### src/rtl/ex_pkg.sv
// ============================================================================
//  Module      : ex_pkg
//  Description : Shared definitions for the execute stage: op-class selects,
//                op codes, multiplier FSM states and the default data width.
//  Revision    : 1.0 - initial release
// ============================================================================
`default_nettype none

package ex_pkg;

    // Default operand/result width
    localparam int EX_DATA_W = 32;

    // Op-class selects
    localparam logic [2:0] ALUSEL_LOGIC = 3'b001;
    localparam logic [2:0] ALUSEL_SHIFT = 3'b010;
    localparam logic [2:0] ALUSEL_MOVE  = 3'b011;
    localparam logic [2:0] ALUSEL_ARITH = 3'b100;
    localparam logic [2:0] ALUSEL_MUL   = 3'b101;

    // Logic op codes
    localparam logic [7:0] ALUOP_AND   = 8'b0010_0100;
    localparam logic [7:0] ALUOP_OR    = 8'b0010_0101;
    localparam logic [7:0] ALUOP_XOR   = 8'b0010_0110;
    localparam logic [7:0] ALUOP_NOR   = 8'b0010_0111;
    // Shift op codes
    localparam logic [7:0] ALUOP_SLL   = 8'b0111_1100;
    localparam logic [7:0] ALUOP_SRL   = 8'b0000_0010;
    localparam logic [7:0] ALUOP_SRA   = 8'b0000_0011;
    // Arithmetic op codes
    localparam logic [7:0] ALUOP_ADD   = 8'b0010_0000;
    localparam logic [7:0] ALUOP_ADDU  = 8'b0010_0001;
    localparam logic [7:0] ALUOP_SUB   = 8'b0010_0010;
    localparam logic [7:0] ALUOP_SUBU  = 8'b0010_0011;
    localparam logic [7:0] ALUOP_SLT   = 8'b0010_1010;
    localparam logic [7:0] ALUOP_SLTU  = 8'b0010_1011;
    // HI/LO move op codes
    localparam logic [7:0] ALUOP_MFHI  = 8'b0001_0000;
    localparam logic [7:0] ALUOP_MTHI  = 8'b0001_0001;
    localparam logic [7:0] ALUOP_MFLO  = 8'b0001_0010;
    localparam logic [7:0] ALUOP_MTLO  = 8'b0001_0011;
    // Multiply op codes
    localparam logic [7:0] ALUOP_MULT  = 8'b0001_1000;
    localparam logic [7:0] ALUOP_MULTU = 8'b0001_1001;

    // Iterative multiplier states
    typedef enum logic [1:0] {
        MUL_IDLE = 2'd0,
        MUL_BUSY = 2'd1,
        MUL_DONE = 2'd2
    } mul_state_e;

endpackage

`default_nettype wire

### src/rtl/ex_unit_if.sv
// ============================================================================
//  Module      : ex_unit_if
//  Description : Handshake and write-back bundle of the execute stage.
//                slave  = execute stage view, master = ID/EX + EX/MEM view.
//  Revision    : 1.0 - initial release
// ============================================================================
`default_nettype none

interface ex_unit_if #(
    parameter int DATA_W = 32,
    parameter int REG_AW = 5
);
    logic              i_valid;
    logic              o_ready;
    logic              i_flush;
    logic [2:0]        i_alusel;
    logic [7:0]        i_aluop;
    logic [DATA_W-1:0] i_reg1_data;
    logic [DATA_W-1:0] i_reg2_data;
    logic              i_wreg;
    logic [REG_AW-1:0] i_wreg_addr;
    logic              o_valid;
    logic              i_ready;
    logic              o_wreg;
    logic [REG_AW-1:0] o_wreg_addr;
    logic [DATA_W-1:0] o_wreg_data;
    logic              o_ovf;
    logic              o_busy;

    modport slave (
        input  i_valid, i_flush, i_alusel, i_aluop, i_reg1_data, i_reg2_data,
               i_wreg, i_wreg_addr, i_ready,
        output o_ready, o_valid, o_wreg, o_wreg_addr, o_wreg_data, o_ovf, o_busy
    );

    modport master (
        output i_valid, i_flush, i_alusel, i_aluop, i_reg1_data, i_reg2_data,
               i_wreg, i_wreg_addr, i_ready,
        input  o_ready, o_valid, o_wreg, o_wreg_addr, o_wreg_data, o_ovf, o_busy
    );

endinterface

`default_nettype wire

### src/rtl/ex_mul_iter.sv
// ============================================================================
//  Module      : ex_mul_iter
//  Description : Iterative shift-add multiplier, one partial product per
//                cycle. Operates on magnitudes and restores the sign in DONE.
//                Present only when EX_MUL_EN is defined.
//  Revision    : 1.0 - initial release
// ============================================================================
`default_nettype none

`ifdef EX_MUL_EN
module ex_mul_iter
    import ex_pkg::*;
#(
    parameter int DATA_W = EX_DATA_W
) (
    input  wire logic                clk,
    input  wire logic                rst_n,
    input  wire logic                start_i,
    input  wire logic                abort_i,
    input  wire logic                ack_i,
    input  wire logic                signed_i,
    input  wire logic [DATA_W-1:0]   a_i,
    input  wire logic [DATA_W-1:0]   b_i,
    output logic                     idle_o,
    output logic                     busy_o,
    output logic                     done_o,
    output logic [2*DATA_W-1:0]      product_o
);

    localparam int CNT_W = $clog2(DATA_W) + 1;

    mul_state_e          state_q;
    logic [2*DATA_W-1:0] mcand_q;
    logic [2*DATA_W-1:0] acc_q;
    logic [DATA_W-1:0]   mplier_q;
    logic [CNT_W-1:0]    cnt_q;
    logic                neg_q;

    logic [DATA_W-1:0]   abs_a_w;
    logic [DATA_W-1:0]   abs_b_w;

    // Magnitudes; the most negative value maps to its unsigned magnitude
    assign abs_a_w = (signed_i && a_i[DATA_W-1]) ? -a_i : a_i;
    assign abs_b_w = (signed_i && b_i[DATA_W-1]) ? -b_i : b_i;

    // Multiplier FSM: latch operands, iterate DATA_W times, hold result until acknowledged
    always_ff @(posedge clk or negedge rst_n) begin
        if (!rst_n) begin
            state_q  <= MUL_IDLE;
            mcand_q  <= '0;
            acc_q    <= '0;
            mplier_q <= '0;
            cnt_q    <= '0;
            neg_q    <= 1'b0;
        end else if (abort_i) begin
            state_q  <= MUL_IDLE;
        end else begin
            case (state_q)
                MUL_IDLE: begin
                    if (start_i) begin
                        mcand_q  <= {{DATA_W{1'b0}}, abs_a_w};
                        mplier_q <= abs_b_w;
                        acc_q    <= '0;
                        neg_q    <= signed_i && (a_i[DATA_W-1] ^ b_i[DATA_W-1]);
                        cnt_q    <= CNT_W'(DATA_W);
                        state_q  <= MUL_BUSY;
                    end
                end
                MUL_BUSY: begin
                    if (cnt_q == '0) begin
                        state_q <= MUL_DONE;
                    end else begin
                        if (mplier_q[0]) begin
                            acc_q <= acc_q + mcand_q;
                        end
                        mcand_q  <= mcand_q << 1;
                        mplier_q <= mplier_q >> 1;
                        cnt_q    <= cnt_q - 1'b1;
                    end
                end
                MUL_DONE: begin
                    if (ack_i) begin
                        state_q <= MUL_IDLE;
                    end
                end
                default: state_q <= MUL_IDLE;
            endcase
        end
    end

    assign idle_o    = (state_q == MUL_IDLE);
    assign busy_o    = (state_q == MUL_BUSY);
    assign done_o    = (state_q == MUL_DONE);
    assign product_o = neg_q ? -acc_q : acc_q;

endmodule
`endif

`default_nettype wire

### src/rtl/ex_unit.sv
// ============================================================================
//  Module      : ex_unit
//  Description : Registered execute stage: logic, shift, add/sub/compare,
//                HI/LO moves and an optional iterative multiplier.
//                Build option: EX_MUL_EN enables the multiplier FSM and
//                HI/LO product path; without it MULT/MULTU are unknown ops.
//  Revision    : 1.0 - initial release
// ============================================================================
`default_nettype none

module ex_unit
    import ex_pkg::*;
#(
    parameter int DATA_W = EX_DATA_W,
    parameter int REG_AW = 5
) (
    input  wire logic  clk,
    input  wire logic  rst_n,
    ex_unit_if.slave   bus
);

    localparam int SHAMT_W = $clog2(DATA_W);

    logic [DATA_W-1:0] hi_q;
    logic [DATA_W-1:0] lo_q;
    logic              o_valid_q;
    logic              o_wreg_q;
    logic [REG_AW-1:0] o_wreg_addr_q;
    logic [DATA_W-1:0] o_wreg_data_q;
    logic              o_ovf_q;

    logic [DATA_W-1:0] a_w;
    logic [DATA_W-1:0] b_w;
    logic [SHAMT_W-1:0] sh_w;
    logic [DATA_W-1:0] sum_w;
    logic [DATA_W-1:0] diff_w;
    logic [DATA_W-1:0] res_d;
    logic              wreg_d;
    logic              ovf_d;
    logic              is_mul_w;
    logic              adv_w;
    logic              accept_w;
    logic              mul_idle_w;
    logic              mul_busy_w;
    logic              mul_done_w;
    logic              is_mthi_w;
    logic              is_mtlo_w;

    assign a_w    = bus.i_reg1_data;
    assign b_w    = bus.i_reg2_data;
    assign sh_w   = a_w[SHAMT_W-1:0];
    assign sum_w  = a_w + b_w;
    assign diff_w = a_w - b_w;

    assign adv_w       = !o_valid_q || bus.i_ready;
    assign bus.o_ready = adv_w && mul_idle_w;
    assign accept_w    = bus.i_valid && bus.o_ready && !bus.i_flush;

    assign is_mthi_w = (bus.i_alusel == ALUSEL_MOVE) && (bus.i_aluop == ALUOP_MTHI);
    assign is_mtlo_w = (bus.i_alusel == ALUSEL_MOVE) && (bus.i_aluop == ALUOP_MTLO);

    // Decode and single-cycle ALU; unknown or mismatched ops give 0 with wreg passed through
    always_comb begin
        res_d    = '0;
        wreg_d   = bus.i_wreg;
        ovf_d    = 1'b0;
        is_mul_w = 1'b0;
        case (bus.i_alusel)
            ALUSEL_LOGIC: begin
                case (bus.i_aluop)
                    ALUOP_AND: res_d = a_w & b_w;
                    ALUOP_OR:  res_d = a_w | b_w;
                    ALUOP_XOR: res_d = a_w ^ b_w;
                    ALUOP_NOR: res_d = ~(a_w | b_w);
                    default:   res_d = '0;
                endcase
            end
            ALUSEL_SHIFT: begin
                case (bus.i_aluop)
                    ALUOP_SLL: res_d = b_w << sh_w;
                    ALUOP_SRL: res_d = b_w >> sh_w;
                    ALUOP_SRA: res_d = $signed(b_w) >>> sh_w;
                    default:   res_d = '0;
                endcase
            end
            ALUSEL_MOVE: begin
                case (bus.i_aluop)
                    ALUOP_MFHI: res_d = hi_q;
                    ALUOP_MFLO: res_d = lo_q;
                    ALUOP_MTHI,
                    ALUOP_MTLO: wreg_d = 1'b0;
                    default:    res_d = '0;
                endcase
            end
            ALUSEL_ARITH: begin
                case (bus.i_aluop)
                    ALUOP_ADD: begin
                        res_d = sum_w;
                        ovf_d = (a_w[DATA_W-1] == b_w[DATA_W-1]) &&
                                (sum_w[DATA_W-1] != a_w[DATA_W-1]);
                    end
                    ALUOP_ADDU: res_d = sum_w;
                    ALUOP_SUB: begin
                        res_d = diff_w;
                        ovf_d = (a_w[DATA_W-1] != b_w[DATA_W-1]) &&
                                (diff_w[DATA_W-1] != a_w[DATA_W-1]);
                    end
                    ALUOP_SUBU: res_d = diff_w;
                    ALUOP_SLT:  res_d = {{(DATA_W-1){1'b0}}, ($signed(a_w) < $signed(b_w))};
                    ALUOP_SLTU: res_d = {{(DATA_W-1){1'b0}}, (a_w < b_w)};
                    default:    res_d = '0;
                endcase
                if (ovf_d) begin
                    wreg_d = 1'b0;
                end
            end
            ALUSEL_MUL: begin
`ifdef EX_MUL_EN
                is_mul_w = (bus.i_aluop == ALUOP_MULT) || (bus.i_aluop == ALUOP_MULTU);
`endif
                res_d = '0;
            end
            default: res_d = '0;
        endcase
    end

`ifdef EX_MUL_EN
    logic [2*DATA_W-1:0] mul_prod_w;

    ex_mul_iter #(
        .DATA_W (DATA_W)
    ) u_mul (
        .clk       (clk),
        .rst_n     (rst_n),
        .start_i   (accept_w && is_mul_w),
        .abort_i   (bus.i_flush),
        .ack_i     (adv_w && !bus.i_flush),
        .signed_i  (bus.i_aluop == ALUOP_MULT),
        .a_i       (a_w),
        .b_i       (b_w),
        .idle_o    (mul_idle_w),
        .busy_o    (mul_busy_w),
        .done_o    (mul_done_w),
        .product_o (mul_prod_w)
    );
`else
    assign mul_idle_w = 1'b1;
    assign mul_busy_w = 1'b0;
    assign mul_done_w = 1'b0;
`endif

    // HI/LO: MT* writes at acceptance, a finished multiply writes both halves
    always_ff @(posedge clk or negedge rst_n) begin
        if (!rst_n) begin
            hi_q <= '0;
            lo_q <= '0;
        end else if (!bus.i_flush) begin
            if (accept_w && is_mthi_w) begin
                hi_q <= a_w;
            end
            if (accept_w && is_mtlo_w) begin
                lo_q <= a_w;
            end
`ifdef EX_MUL_EN
            if (mul_done_w && adv_w) begin
                hi_q <= mul_prod_w[2*DATA_W-1:DATA_W];
                lo_q <= mul_prod_w[DATA_W-1:0];
            end
`endif
        end
    end

    // Output register: flush kills it, otherwise load on advance and hold on back-pressure
    always_ff @(posedge clk or negedge rst_n) begin
        if (!rst_n) begin
            o_valid_q     <= 1'b0;
            o_wreg_q      <= 1'b0;
            o_wreg_addr_q <= '0;
            o_wreg_data_q <= '0;
            o_ovf_q       <= 1'b0;
        end else if (bus.i_flush) begin
            o_valid_q <= 1'b0;
            o_wreg_q  <= 1'b0;
            o_ovf_q   <= 1'b0;
        end else if (adv_w) begin
            if (accept_w && !is_mul_w) begin
                o_valid_q     <= 1'b1;
                o_wreg_q      <= wreg_d;
                o_wreg_addr_q <= bus.i_wreg_addr;
                o_wreg_data_q <= res_d;
                o_ovf_q       <= ovf_d;
`ifdef EX_MUL_EN
            end else if (mul_done_w) begin
                o_valid_q     <= 1'b1;
                o_wreg_q      <= 1'b0;
                o_wreg_addr_q <= '0;
                o_wreg_data_q <= mul_prod_w[DATA_W-1:0];
                o_ovf_q       <= 1'b0;
`endif
            end else begin
                o_valid_q <= 1'b0;
            end
        end
    end

    assign bus.o_valid     = o_valid_q;
    assign bus.o_wreg      = o_wreg_q;
    assign bus.o_wreg_addr = o_wreg_addr_q;
    assign bus.o_wreg_data = o_wreg_data_q;
    assign bus.o_ovf       = o_ovf_q;
    assign bus.o_busy      = mul_busy_w;

endmodule

`default_nettype wire

### src/flat_wrapper.sv
// flat-port wrapper written by rule: the top's interface ports become plain ports
module ex_unit_flat import ex_pkg::*;
#(
    parameter int DATA_W = EX_DATA_W,
    parameter int REG_AW = 5
)
  (clk, rst_n, bus_i_valid, bus_i_flush, bus_i_alusel, bus_i_aluop, bus_i_reg1_data, bus_i_reg2_data, bus_i_wreg, bus_i_wreg_addr, bus_i_ready, bus_o_ready, bus_o_valid, bus_o_wreg, bus_o_wreg_addr, bus_o_wreg_data, bus_o_ovf, bus_o_busy);
  ex_unit_if #(.DATA_W(DATA_W), .REG_AW(REG_AW)) bus_i ();
  input  wire logic clk;
  input  wire logic rst_n;
  input wire logic [$bits(bus_i.i_valid)-1:0] bus_i_valid;
  input wire logic [$bits(bus_i.i_flush)-1:0] bus_i_flush;
  input wire logic [$bits(bus_i.i_alusel)-1:0] bus_i_alusel;
  input wire logic [$bits(bus_i.i_aluop)-1:0] bus_i_aluop;
  input wire logic [$bits(bus_i.i_reg1_data)-1:0] bus_i_reg1_data;
  input wire logic [$bits(bus_i.i_reg2_data)-1:0] bus_i_reg2_data;
  input wire logic [$bits(bus_i.i_wreg)-1:0] bus_i_wreg;
  input wire logic [$bits(bus_i.i_wreg_addr)-1:0] bus_i_wreg_addr;
  input wire logic [$bits(bus_i.i_ready)-1:0] bus_i_ready;
  output wire logic [$bits(bus_i.o_ready)-1:0] bus_o_ready;
  output wire logic [$bits(bus_i.o_valid)-1:0] bus_o_valid;
  output wire logic [$bits(bus_i.o_wreg)-1:0] bus_o_wreg;
  output wire logic [$bits(bus_i.o_wreg_addr)-1:0] bus_o_wreg_addr;
  output wire logic [$bits(bus_i.o_wreg_data)-1:0] bus_o_wreg_data;
  output wire logic [$bits(bus_i.o_ovf)-1:0] bus_o_ovf;
  output wire logic [$bits(bus_i.o_busy)-1:0] bus_o_busy;
  assign bus_i.i_valid = bus_i_valid;
  assign bus_i.i_flush = bus_i_flush;
  assign bus_i.i_alusel = bus_i_alusel;
  assign bus_i.i_aluop = bus_i_aluop;
  assign bus_i.i_reg1_data = bus_i_reg1_data;
  assign bus_i.i_reg2_data = bus_i_reg2_data;
  assign bus_i.i_wreg = bus_i_wreg;
  assign bus_i.i_wreg_addr = bus_i_wreg_addr;
  assign bus_i.i_ready = bus_i_ready;
  assign bus_o_ready = bus_i.o_ready;
  assign bus_o_valid = bus_i.o_valid;
  assign bus_o_wreg = bus_i.o_wreg;
  assign bus_o_wreg_addr = bus_i.o_wreg_addr;
  assign bus_o_wreg_data = bus_i.o_wreg_data;
  assign bus_o_ovf = bus_i.o_ovf;
  assign bus_o_busy = bus_i.o_busy;
  ex_unit #(.DATA_W(DATA_W), .REG_AW(REG_AW)) u_core (.clk(clk), .rst_n(rst_n), .bus(bus_i));
endmodule
### config.mk
export PLATFORM = sky130hd
export DESIGN_NAME = ex_unit_flat
export DESIGN_NICKNAME = d
export VERILOG_FILES = /design/src/rtl/ex_pkg.sv /design/src/rtl/ex_unit_if.sv /design/src/rtl/ex_mul_iter.sv /design/src/rtl/ex_unit.sv /design/src/flat_wrapper.sv
export SDC_FILE = /design/constraint.sdc
export NUM_CORES = 1
export LEC_CHECK = 0
export CORE_MARGIN = 2
export CORE_UTILIZATION = 41
export CTS_CLUSTER_SIZE = 25
export DETAILED_ROUTE_END_ITERATION = 10
export SYNTH_ARGS = -nofsm -noshare
export SYNTH_HDL_FRONTEND = slang
export SYNTH_SLANG_ARGS = --single-unit
export TNS_END_PERCENT = 10
### constraint.sdc
create_clock -name clk -period 7 [get_ports clk]
set_clock_uncertainty 0.2 [all_clocks]
set_input_delay 1.05 -clock clk [delete_from_list [all_inputs] [get_ports clk]]
set_output_delay 1.05 -clock clk [all_outputs]
set_load 0.02 [all_outputs]
After elaboration in Yosys (flattened, before gate mapping) --
Cells that the tools add are included.
Storage, ports and cells: flip-flop bits (word level) 104, output and inout bits 42, logic and storage cells 84
Operators by class: add/sub/neg operators 2, order comparisons 2, equality and inequality tests 25, shifts and indexed selects 3, muxes and demuxes 20, bitwise operators 5, reductions and logical operators 20
Operators with widths (count):
- 32-bit one-hot mux with 4 select lines | 3
- 32-bit one-hot mux with 3 select lines | 1
- 8-bit by 6-bit == test with 1-bit output (second input constant) | 10
- 32-bit less-than comparator | 2
- 32-bit one-hot mux with 2 select lines | 1
- 32-bit adder | 1
- 32-bit AND | 1
- 8-bit by 5-bit == test with 1-bit output (second input constant) | 4
- 32-bit inverter | 1
- 32-bit bitwise OR | 1
- 32-bit by 5-bit left shift with 32-bit output | 1
- 32-bit by 5-bit >> shifter with 32-bit output | 1
- 32-bit by 5-bit >>> shifter with 32-bit output | 1
- 32-bit subtractor | 1
- 32-bit bitwise XOR | 1
- 8-bit by 2-bit == test with 1-bit output (second input constant) | 2
- 1-bit 2-to-1 mux | 13
- 8-bit by 7-bit == test with 1-bit output (second input constant) | 1
- 1-bit logical AND | 8
- 3-bit by 2-bit == test with 1-bit output (second input constant) | 2
- 2-bit AND reduction | 3
- 2-bit OR reduction | 3
- 1-bit one-hot mux with 2 select lines | 2
- 2-bit nonzero test | 2
- 8 further kinds | 11

Longest topological paths before layout --
depth after elaboration 10, mapped depth 16, depth with buffers taken out 12

Worst setup path after synthesis --
No wires, ideal clock.
path type input-to-reg, start point in bus_i_reg1_data[0], end point reg u_core.o_wreg_data_q[28], in the netlist u_core.bus.o_wreg_data[28], arrival 4.268 ns, slack 2.466 ns, cell stages on the path 16, cell sequence buf_4 -> buf_2 -> buf_4 -> buf_2 -> inv_1 -> ha_1 -> fa_1 -> o21ba_2 -> o2111ai_1 -> and3_1 -> o21ai_1 -> a21oi_1 -> o21ai_0 -> a31o_2 -> a31oi_1 -> a221o_1
On the way: longest elaborated chain between the ends 3, elaborated cells on any way between the ends 8, classes of those cells 2 x add/sub; 3 x shift; 3 x mux
Ends and longest elaborated chain:
- start: declaration | RTL line flat_wrapper.sv:15 | input wire logic [$bits(bus_i.i_reg1_data)-1:0] bus_i_reg1_data;
- 32-bit subtractor (tied with other cells) | RTL line ex_unit.sv:53 | assign diff_w = a_w - b_w;
- 32-bit one-hot mux with 4 select lines or 32-bit one-hot mux with 3 select lines (tied branches) | RTL line ex_unit.sv:96, ex_unit.sv:79
- 32-bit one-hot mux with 4 select lines (*) | RTL line ex_unit.sv:68 | case (bus.i_alusel)
- end signal: assignment | RTL line ex_unit.sv:190 | o_wreg_data_q <= res_d;
- end: declaration | RTL line ex_unit.sv:29 | logic [DATA_W-1:0] o_wreg_data_q;
Every way passes the cells marked *; elsewhere a longest branch is shown, timed or not. A chain may end at the register's enable or synchronous reset.

Worst setup path after layout --
start point in bus_i_reg1_data[1], end point reg u_core.o_wreg_data_q[29], in the netlist u_core.bus.o_wreg_data[29]
The elaborated chain is that of the path after synthesis.

==> impl_metrics.toml <==
[status]
status = "complete, no violations"

[routing]
viasPerCell = 6.38
ant_nets = 0
post_drt_wl_per_cell_um = 25.1
drt_iter0_markers = 1765
drc = 0
dr.pass1.iters = 6
vias = 13800
routed_wl_um = 54400

[min_path]
min_path_type = "flip-flop to flip-flop"

[cts]
cts_max_level = 3
clk_pin_slew_ns = 0.08
cts_tree = "done"
cts_buffers = 9
root_buffer = "clkbuf_16"
cts.repair.resized = 0
cts_hold_buf = 0
insertion_delay_ns = 0.38
clockBufferDepth = 2
cts_setup_buffers = 0
clkSinkCount = 104

[pwr]
totalPowerFinal_w = 0.00204
power_switching_w = 0.000785
ir_drop_v = 0.000112
p_int_w = 0.00125
comb_power_share_pct = 41.3
p_per_area_mw_per_mm2 = 134
clkPwrFrac_pct = 28.6
leakagePower_nw = 6.25
p_seq_share_pct = 30.1
switching_share_pct = 38.5

[sta]
relSlewSlack_pct = 33.4
rsz0062_at_grt = "no"
setup_viol = 0
layout_min_cycle_time_ns = 4.99
fin_ws_ns = 2.01
drv_slew = 0
fin_tns_setup_ns = 0
finalCritPeriodShare_pct = 71.3
hold_violations = 0
worst_slew_pin_slew_ns = 0.998
max_freq_mhz = 200

[logic_synthesis]
yosysWarnings = 0
synth_cell_type_count = 82
synth_area_mm2 = 0.0134
synthFlopType = "dfrtp_1"
synth-edff-count = 0
syn_nets = 1865
ys_seq_area_share_pct = 19.4
synthArstFlopShare_pct = 100
synth_cells = 1677
ys_seq_elements = 104
post_synth.cell_area_avg_um2 = 7.99

[final_layout]
area_growth_pct = 13.8
antenna-diode-count = 0
postLayoutCellArea_mm2 = 0.0152
final_nets = 1905
post-route-util_pct = 47.1
drive_gt1_share_pct = 10.4

[placement]
placed_area_mm2 = 0.0149
port_buffers = 126
place_congestion = 0.973
post-dp-hpwl_um = 40800
pre_cts_slack_ns = 1.63

[critical_path]
start_kind = "input port"
required_ns = 7.11
max_stage_delay_ns = 0.69
critPathSlowestCell = "a311oi_1"
crit_arrival_ns = 5.11
crit_chain = "buf_2, clkinv_1, ha_1, a211oi_1, o211ai_1, a311oi_1, nor2_1, a31oi_1, o31ai_1, and4_1, or4_1, nand3_1"
cp_top_family = "compound AO/OA/AOI/OAI gates"
path_buf_inv = 2
end_kind = "flip-flop"
critical_path_class = "input port to flip-flop"
crit_path_max_fanout = 31

[grt]
grt.overflow.total = 0
grt_pass1_vias = 13102
grt_pass1_wl_um = 82500
antenna_found_initial = 0
grt_max_degree = 79
grt_usage_pct = 32.0

[run]
drv_cap = 0

[floorplan]
core_area_mm2 = 0.0324
dieArea_mm2 = 0.0342
rows = 66
die_w_um = 185
initial_core_util_pct = 41.4
dieHeight_um = 185
io_pins = 128
## worst register-to-register path, stage by stage, from the launching register on
cell and delay [ns]:
dfrtp_1 0.38, nand2b_1 0.12, nand2_1 0.12, nor2_1 0.54, o21a_1 0.28, buf_4 0.38, nand2_1 0.69, nor2_1 0.35
a221o_1 0.15
## synth_stat cells, types with 28 or more instances
| master | instances | share of area (%) |
|---|---|---|
| mux2i_1 | 76 | 5.7 |
| clkbuf_1 | 92 | 2.6 |
| o21ai_0 | 115 | 4.3 |
| xnor2_1 | 53 | 3.5 |
| mux4_2 | 55 | 9.2 |
| ha_1 | 100 | 9.3 |
| a21oi_1 | 151 | 5.6 |
| inv_1 | 96 | 2.7 |
| a22oi_1 | 37 | 2.1 |
| nor2_1 | 167 | 4.7 |
| nor3_1 | 29 | 1.1 |
| dfrtp_1 | 104 | 19 |
| mux2_2 | 40 | 3.4 |
| o22ai_1 | 28 | 1.3 |
| nand2_1 | 138 | 3.9 |
## cell families (layout without fill, tap and decap cells)
family	count (synthesis)	in the layout	synth area share, %
other	1	1	0.0280
muxes	171	171	18.3
AOI/OAI and AO/OA	549	549	26.2
buffers and inverters	229	274	6.76
adders and majority gates	102	102	9.63
and+or+nand+nor	460	460	15.7
xor gates and xnor gates	61	61	3.99
DFF	104	104	19.4
## power by group through the flow
stage                     combinational [W]  clock [W]  sequential [W]
final                              0.000841   0.000583        0.000614
after global routing               0.000910   0.000619        0.000615
after CTS                          0.000826   0.000596        0.000614
after detailed placement           0.000821          0        0.000626
after global placement             0.000819          0        0.000626
after floorplan                    0.000532          0        0.000634
## worst paths after layout
path	endpoint	cells past startpoint	slack [ns]	start
max	u_core.bus.o_wreg_data[29]	12	2.01	bus_i_reg1_data[1]
min	u_core.bus.o_wreg_addr[3]	2	0.28	u_core.bus.o_wreg_addr[3]
max reg2reg	u_core.bus.o_wreg_data[7]	8	3.71	u_core.bus.o_valid
min reg2reg	u_core.bus.o_wreg_addr[3]	2	0.28	u_core.bus.o_wreg_addr[3]
max in group asynchronous	u_core.lo_q[0]	2	4.79	rst_n
min in group asynchronous	u_core.hi_q[26]	1	0.50	rst_n
## layer usage
metal | wire length [um] | GRT usage, % | up-vias
li1 | - | - | 6231
met1 | 24000 | 44.3 | 6818
met2 | 24000 | 49.6 | 662
met3 | 3920 | 5.19 | 89
met4 | 2530 | 13.3 | 0
met5 | 0 | 0 | -
## area by class of cell
type,instances,area [um^2]
clock buffers,10,229
clock inverters,6,92.6
fillers,3316,17100
inverters,98,368
multi-input cells,1344,9920
flip-flops and latches,104,2600
well taps,442,553
repair buffers,160,1490
## state kept, by name (all words and copies together), names as in the netlist
name                    cells
u_core.lo_q                32
u_core.bus.o_wreg           1
u_core.hi_q                32
u_core.bus.o_wreg_data     32
u_core.bus.o_ovf            1
u_core.bus.o_valid          1
u_core.bus.o_wreg_addr      5
## layout by cell type, fill, tap and decap left out, types with 15 or more instances in the layout
cell / Yosys / final
xnor2_1: 53 / 53
mux2_2: 40 / 40
dfrtp_1: 104 / 104
o21ai_1: 19 / 19
ha_1: 100 / 100
nor3_1: 29 / 26
nand2_1: 138 / 138
nor2_1: 167 / 167
o21ai_0: 115 / 115
nand3_1: 22 / 22
a31oi_1: 20 / 20
a21oi_1: 151 / 151
clkdlybuf4s50_1: 0 / 119
buf_4: 3 / 37
inv_1: 96 / 95
o22ai_1: 28 / 28
a211oi_1: 26 / 26
or3_1: 16 / 16
o211ai_1: 22 / 22
nand2b_1: 15 / 15
mux4_2: 55 / 55
a22oi_1: 37 / 37
mux2i_1: 76 / 76
## per-stage QoR
step	std cells	hold WS (ns)
final	2164	0.279
after global routing	2164	0.301
after CTS	2164	0.282
after detailed placement	2148	0.262
after floorplan	1677	0.249
after global placement	2148	0.256
Power figures use the tool's default switching activity.
